--- src/rtl/div_pkg.sv ---
// Shared types and constants for the sequential signed divider.
//   div_state_t : controller states
//   DIV_WIDTH   : operand / quotient width
//   CNT_W       : iteration counter width (must hold the value DIV_WIDTH)
//   abs_val()   : two's-complement magnitude as an unsigned value
package div_pkg;

    localparam int DIV_WIDTH = 32;
    localparam int CNT_W     = $clog2(DIV_WIDTH) + 1;

    typedef enum logic [1:0] {
        IDLE = 2'd0,
        BUSY = 2'd1,
        DONE = 2'd2
    } div_state_t;

    // The most negative value maps to 2^(W-1), which still fits because the
    // result is treated as unsigned.
    function automatic logic [DIV_WIDTH-1:0] abs_val(input logic signed [DIV_WIDTH-1:0] v);
        logic [DIV_WIDTH-1:0] mag;
        mag = v[DIV_WIDTH-1] ? DIV_WIDTH'(-v) : DIV_WIDTH'(v);
        return mag;
    endfunction

endpackage

--- src/rtl/div_step.sv ---
// One restoring shift-subtract iteration, purely combinational.
//   r, q, m         : partial remainder, dividend/quotient shift register, divisor magnitude
//   r_next, q_next  : values after shifting {r,q} left and trying r - m
module div_step #(
    parameter int WIDTH = 32
) (
    input  logic [WIDTH-1:0] r,
    input  logic [WIDTH-1:0] q,
    input  logic [WIDTH-1:0] m,
    output logic [WIDTH-1:0] r_next,
    output logic [WIDTH-1:0] q_next
);

    logic [WIDTH:0] r_shift;
    logic [WIDTH:0] trial;

    always_comb begin
        // The bit leaving q enters the bottom of the remainder; the extra top
        // bit keeps the subtraction's sign visible.
        r_shift = {r, q[WIDTH-1]};
        trial   = r_shift - {1'b0, m};
        if (!trial[WIDTH]) begin
            r_next = trial[WIDTH-1:0];
            q_next = {q[WIDTH-2:0], 1'b1};
        end else begin
            r_next = r_shift[WIDTH-1:0];
            q_next = {q[WIDTH-2:0], 1'b0};
        end
    end

endmodule

--- src/rtl/div_32.sv ---
// Sequential signed divider, one quotient bit per clock, fixed WIDTH-cycle
// latency from the last ctrl_DIV edge. Shares the mult_32 handshake.
//   clk, reset_n     : clock, asynchronous active-low reset
//   ctrl_DIV         : start strobe; restarts any operation in flight
//   dividend/divisor : signed operands, sampled only with ctrl_DIV
//   data_result      : signed quotient (truncated toward zero)
//   data_exception   : divide-by-zero or overflow
//   data_resultRDY   : result valid, held until the next start or reset
module div_32
    import div_pkg::*;
#(
    parameter int WIDTH = DIV_WIDTH
) (
    input  logic             clk,
    input  logic             reset_n,
    input  logic             ctrl_DIV,
    input  logic [WIDTH-1:0] dividend,
    input  logic [WIDTH-1:0] divisor,
    output logic [WIDTH-1:0] data_result,
    output logic             data_exception,
    output logic             data_resultRDY
);

    localparam logic [CNT_W-1:0] LAST_CNT = CNT_W'(WIDTH - 1);
    localparam logic [WIDTH-1:0] MIN_NEG  = {1'b1, {(WIDTH-1){1'b0}}};

    div_state_t       state, state_next;
    logic [CNT_W-1:0] counter;
    logic [WIDTH-1:0] r_reg, q_reg, m_reg;
    logic [WIDTH-1:0] r_next, q_next;
    logic             neg, dz, ovf;
    logic             last_step;
    logic [WIDTH-1:0] result_sel;

    div_step #(.WIDTH(WIDTH)) u_step (
        .r      (r_reg),
        .q      (q_reg),
        .m      (m_reg),
        .r_next (r_next),
        .q_next (q_next)
    );

    always_ff @(posedge clk or negedge reset_n) begin
        if (!reset_n) state <= IDLE;
        else          state <= state_next;
    end

    always_comb begin
        state_next = state;
        last_step  = 1'b0;
        case (state)
            BUSY: begin
                if (counter == LAST_CNT) begin
                    state_next = DONE;
                    last_step  = 1'b1;
                end
            end
            default: ;
        endcase
        // A start strobe wins over everything, including the final step.
        if (ctrl_DIV) begin
            state_next = BUSY;
            last_step  = 1'b0;
        end
    end

    // Selection uses q_next so the result lands on the same edge as the
    // final quotient bit.
    always_comb begin
        result_sel = neg ? WIDTH'(-q_next) : q_next;
        if (dz)       result_sel = '0;
        else if (ovf) result_sel = MIN_NEG;
    end

    always_ff @(posedge clk or negedge reset_n) begin
        if (!reset_n) begin
            counter        <= '0;
            r_reg          <= '0;
            q_reg          <= '0;
            m_reg          <= '0;
            neg            <= 1'b0;
            dz             <= 1'b0;
            ovf            <= 1'b0;
            data_result    <= '0;
            data_exception <= 1'b0;
            data_resultRDY <= 1'b0;
        end else if (ctrl_DIV) begin
            q_reg          <= abs_val(dividend);
            m_reg          <= abs_val(divisor);
            r_reg          <= '0;
            neg            <= dividend[WIDTH-1] ^ divisor[WIDTH-1];
            dz             <= (divisor == '0);
            ovf            <= (dividend == MIN_NEG) && (divisor == '1);
            counter        <= '0;
            data_resultRDY <= 1'b0;
        end else if (state == BUSY) begin
            r_reg   <= r_next;
            q_reg   <= q_next;
            counter <= counter + CNT_W'(1);
            if (last_step) begin
                data_result    <= result_sel;
                data_exception <= dz | ovf;
                data_resultRDY <= 1'b1;
            end
        end
    end

endmodule

--- config.mk ---
export PLATFORM = sky130hd
export DESIGN_NAME = div_32
export DESIGN_NICKNAME = d
export VERILOG_FILES = /design/src/rtl/div_pkg.sv /design/src/rtl/div_step.sv /design/src/rtl/div_32.sv
export SDC_FILE = /design/constraint.sdc
export NUM_CORES = 1
export LEC_CHECK = 0
export ABC_AREA = 1
export CAP_MARGIN = 20
export CORE_ASPECT_RATIO = 1.4
export CORE_UTILIZATION = 34
export DETAILED_ROUTE_END_ITERATION = 12
export PLACE_DENSITY_LB_ADDON = 0.05
export SYNTH_ARGS = -nofsm -noshare
export SYNTH_HDL_FRONTEND = slang
export SYNTH_HIERARCHICAL = 1
export SYNTH_SLANG_ARGS = --single-unit
export TNS_END_PERCENT = 30
--- constraint.sdc ---
create_clock -name clk -period 2.9 [get_ports clk]
set_input_delay 0.58 -clock clk [delete_from_list [all_inputs] [get_ports clk]]
set_output_delay 0.58 -clock clk [all_outputs]
set_load 0.05 [all_outputs]
**Word level (Yosys, flattened, before mapping)**

Index checks and enable logic that the tools add are counted.

- Output and inout bits: 34
- Latch bits: 0
- Bits in read-only memories: 0
- RAM bits: 0
- Word-level logic and storage cells: 53
- Flip-flop bits (word level): 141
- Memories: 0

- Bitwise gates (word level): 3
- Shifts and indexed selects: 0
- Muxes and demuxes: 22
- Add/subtract/negate cells: 5
- Div/mod/pow operators: 0
- Reductions and logical operators: 8
- Magnitude comparators: 0
- $mul: 0
- Equality and inequality tests: 4

Operators with widths:

| cell | number |
|---|---|
| 32-bit 2-to-1 mux | 10 |
| 32-bit negation | 3 |
| 32-bit == test (second input constant) | 2 |
| 33-bit by 32-bit subtractor with 33-bit output | 1 |
| 32-bit logical NOT | 1 |
| 6-bit 2-to-1 mux | 2 |
| 1-bit 2-to-1 mux | 7 |
| 6-bit by 1-bit adder with 6-bit output (second input constant) | 1 |
| 6-bit by 5-bit == test with 1-bit output (second input constant) | 1 |
| 2-bit 2-to-1 mux | 3 |
| 2-bit nonzero test | 3 |
| 2-bit AND reduction | 2 |
| 3-bit AND reduction | 1 |
| 2-bit by 1-bit == test with 1-bit output (second input constant) | 1 |
| 1-bit logical AND | 1 |
| 1-bit NOT | 1 |
| 1-bit OR | 1 |
| 1-bit XOR | 1 |

**Depth between registers and ports, before layout**

- Depth after elaboration: 7
- Depth in mapped cells: 25

**By module**

Netlist, hierarchy kept.

By module, submodules not included:

| module | cells each | times used | area each (um^2) | sequential area each (um^2) |
|---|---|---|---|---|
| div_32 | 1257 | 1 | 8545.7 | 3528.4 |
| div_step | 711 | 1 | 3383.2 | 0.0 |

**Worst setup path after synthesis**

No wires, ideal clock.

- Kind: reg-to-reg
- From: register q_reg[31]
- To: register data_result[24]
- Path slack: -0.158 ns
- Arrival time: 2.940 ns
- Data required time: 2.782 ns
- Stages on the path, launching flop included: 24
- Cells stage by stage: dfrtp_1 inv_1 ha_1 fa_1 inv_1 nand2_1 nand2_1 nand3_1 nand2_2 nand2_1 nand2_2 nand2_2 nand3_1 nand2_4 buf_6 inv_1 ha_1 nand3_1 nand2_1 nand4_1 nor2_1 nand3_1 nand3_1 nand2_1

- Word-level cells in the longest chain between the ends: 6

RTL lines:

| item | line | RTL |
|---|---|---|
| from (decl) | div_32.sv:29 | `logic [WIDTH-1:0] r_reg, q_reg, m_reg;` |
| from (signal assigned) | div_32.sv:88 | `q_reg <= abs_val(dividend);` |
| from (signal assigned) | div_32.sv:98 | `q_reg <= q_next;` |
| 33-bit by 32-bit subtractor with 33-bit output | div_step.sv:21 | `trial = r_shift - {1'b0, m};` |
| 1-bit 2-to-1 mux | div_step.sv:22 | `if (!trial[WIDTH]) begin` |
| net q_next[0] | div_32.sv:30 | `logic [WIDTH-1:0] r_next, q_next;` |
| 32-bit negation | div_32.sv:70 | `result_sel = neg ? WIDTH'(-q_next) : q_next;` |
| 32-bit 2-to-1 mux | div_32.sv:70 |  |
| 32-bit 2-to-1 mux | div_32.sv:72 | `else if (ovf) result_sel = MIN_NEG;` |
| 32-bit 2-to-1 mux | div_32.sv:71 | `if (dz) result_sel = '0;` |
| to (signal assigned) | div_32.sv:101 | `data_result <= result_sel;` |
| to (decl) | div_32.sv:19 | `output logic [WIDTH-1:0] data_result,` |

The timed path passes the listed nets, and every way through them passes these cells.
A chain may end at the register's enable or synchronous reset.

**Worst setup path in the final report**

- From: register m_reg[0]
- To: register data_result[12]

- Word-level cells in the longest chain between the ends: 6

RTL lines:

| item | line | RTL |
|---|---|---|
| from (decl) | div_32.sv:29 |  |
| from (signal assigned) | div_32.sv:89 | `m_reg <= abs_val(divisor);` |
| 33-bit by 32-bit subtractor with 33-bit output | div_step.sv:21 |  |
| 1-bit 2-to-1 mux | div_step.sv:22 |  |
| net q_next[0] | div_32.sv:30 |  |
| 32-bit negation | div_32.sv:70 |  |
| 32-bit 2-to-1 mux | div_32.sv:70 |  |
| 32-bit 2-to-1 mux | div_32.sv:72 |  |
| 32-bit 2-to-1 mux | div_32.sv:71 |  |

The timed path passes the listed nets, and every way through them passes these cells.

==> summary.md <==
| Metric | Value |
|---|---|
| Share of cells above drive strength 1 | 9.18% |
| Post-synth top area share | 29.6% |
| Dominant cells by area after synthesis | dfrtp_1 30%, nand2_1 25%, inv_1 8.2% |
| CTS H-tree lvls | 4 |
| Critical Path Sink Type | register |
| WL final | 42500 um |
| Status | finished, final reports clean |
| WS Path Type | reg2reg |
| Vias | 12400 |
| PD cells | 681 nW/um^2 |
| Max-cap violations | 0 |
| R2R Setup Slk | 130 ps |
| Vias/cell | 4.84 |
| Clock skew | 17.7 ps |
| Crit path time final | 2770 ps |
| Final period utilization | 95.5% |
| Core ar. | 34300 um^2 |
| Pre-CTS setup slack | -61.6 ps |
| Max-slew violations | 0 |
| Std-Cell Rows | 80 |
| Die ar. | 35800 um^2 |
| Finished layout cell area | 14600 um^2 |
| EDFF count, synth | 0 |
| Dpl hpwl | 34300 um |
| Worst R2R End | data_result[12] |
| Max Root-Sink Buffers | 2 |
| Worst min path class | in2async |
| Critical Path Source | m_reg[0] |
| Count leader, synth | nand2_1 |
| Number of DRC markers in iteration 0 | 560 |
| Leakage | 7.88 nW |
| IO Port Bufs | 100 |
| CTS sink cnt | 141 |
| CP Launch Type | register |
| Fraction of registers with async set or reset after synthesis | 100% |
| TritonCTS Buffers | 17 |
| Largest net degree at the start of global routing | 98 |
| CP Capture Point | data_result[12] |
| R2R depth | 21 |
| Drt wl/cell | 16.6 um |
| Die Y | 224 um |
| Die W | 160 um |
| Leading area contributor after synthesis | dfrtp_1 |
| Main synth FF type | dfrtp_1 |
| I/O Pins | 101 |
| Clk pin slew, worst setup/hold paths | 80 ps |
| Antenna violations before repair | 4 |
| Starting Density | 34.7% |
| Fmax achieved | 361 MHz |
| Post-Syn Area | 11900 um^2 |
| Detail Route Antenna Nets | 0 |
| Sequential share of the synthesized area | 29.6% |
| Final worst slack | 131 ps |
| GPL Wtd Cong | 0.925 |
| Hold-fix buffer count after cts | 0 |
| Syn nets | 2073 |
| Worst-margin pin slew | 594 ps |
| Worst-path fanout max | 4 |
| Final setup vio count | 0 |
| Synth cell types | 41 |
| Syn avg cell area | 6.06 um^2 |
| Vias in the first global route | 12500 |
| Most common library cells after synthesis | 805 x nand2_1, 261 x inv_1, 172 x nor2_1 |
| Drt first pass iters | 5 |
| FF+latch count, synth | 141 |
| Diodes inserted | 0 |
| Drt drc | 0 |
| Total of warnings raised by yosys | 6 |
| Layout Nets | 2206 |
| Syn Inst Count | 1968 |
| WP data required | 3230 ps |
| Worst Path Arrival | 3100 ps |
| Layout area overhead | 22.0% |
| Final hold viol count | 0 |
| Rel. slew slack | 60.4% |
| Clock Latency Late Sink | 450 ps |
| CTS tree | built |
| Global-route wire length before repair | 66800 um |
| Peak supply drop | 0.426 mV |
| Final Non-Filler Cells | 2565 |
| Placed insts | 2524 |
| Grt ovf | 0 |
| Overall Power | 9.92 mW |
| Dpl cell area | 13700 um^2 |
| Root Buffer | clkbuf_16 |
| Reg-to-Reg Start | m_reg[0] |
| Final setup TNS | 0 ps |
| Total global-route track usage | 24.5% |
-- final cells by class --
type | instances | area (um^2)
sequential | 141 | 3530
multi-input combinational | 1478 | 7070
clock buffer | 17 | 425
clock inverter | 15 | 194
inverter | 264 | 995
fill | 3789 | 19800
tap | 451 | 564
timing repair buffer | 199 | 1780
-- critical path, cell delays in order, from the launching register on --
cell and delay [ps]:
dfrtp_1 410, ha_4 170, fa_2 390, inv_2 60, nand2_1 40, nand2_1 80
nand3_2 60, nand2_2 80, nand2_2 60, nand2_4 80, nand2_4 70, nand3_4 70
nand2_4 70, inv_4 70, ha_4 130, nand3_2 70, nand2_2 90, buf_4 130
nand2_1 80, nor2_1 120, xor2_1 230, o21ai_2 80
-- through the flow --
stage          hold slack [ps]  util [%]
2_1_floorplan              284         -
3_3_place_gp               466      40.0
3_5_place_dp               465      40.0
4_1_cts                    105      41.8
5_1_grt                    123      42.4
6_report                  80.5      42.4
-- where the power goes --
part           internal (mW)  leakage, nW  switching (mW)
Sequential              2.23         1.80           0.260
Combinational           1.99         5.79            3.11
Clock                   1.24        0.292            1.08
-- metal layers --
metal  global-route usage [%]  vias up  routed length, um
met1                     23.8     5773              15400
li1                         -     6343                  -
met4                     13.4        8               2110
met3                     3.05      100                954
met2                     49.2      183              24000
met5                        0        -                 60
-- layout by cell type (no fill, tap or decap), types with 12 or more instances in the layout --
master	n
nand2_2	12
ha_1	32
nand3_1	158
clkbuf_16	17
inv_1	257
o21ai_0	81
a21oi_1	35
nand2_1	800
nor2_1	168
nor3_1	16
dfrtp_1	141
nand4_1	35
clkdlybuf4s50_1	98
buf_4	95
xor2_1	52
-- worst min path at each step --
stage | cells after the start | end | slack [ps]
after floorplan | 0 | counter[0] | 280
after global placement | 2 | m_reg[28] | 470
final | 1 | r_reg[5] | 80
after detailed placement | 2 | data_result[28] | 460
after global routing | 1 | r_reg[5] | 120
after CTS | 1 | r_reg[5] | 110
-- cell families (layout without fill, tap and decap cells) --
family                   Yosys count  after routing  share of synthesized area (%)
adder cells (fa/ha/maj)           38             38                           4.05
XOR/XNOR                          56             56                           4.11
AO/OA/AOI/OAI                    154            154                           7.22
buffers and inverters            349            495                           12.4
flip-flops                       141            141                           29.6
AND/OR/NAND/NOR                 1230           1230                           42.6
-- repair_timing --
item	4_1_cts	5_1_grt
pin swaps	3	6
gates resized for setup	0	25
buffers inserted	0	9
setup endpoints to repair	5	21
Note: power is estimated with default switching activity, not from simulation.
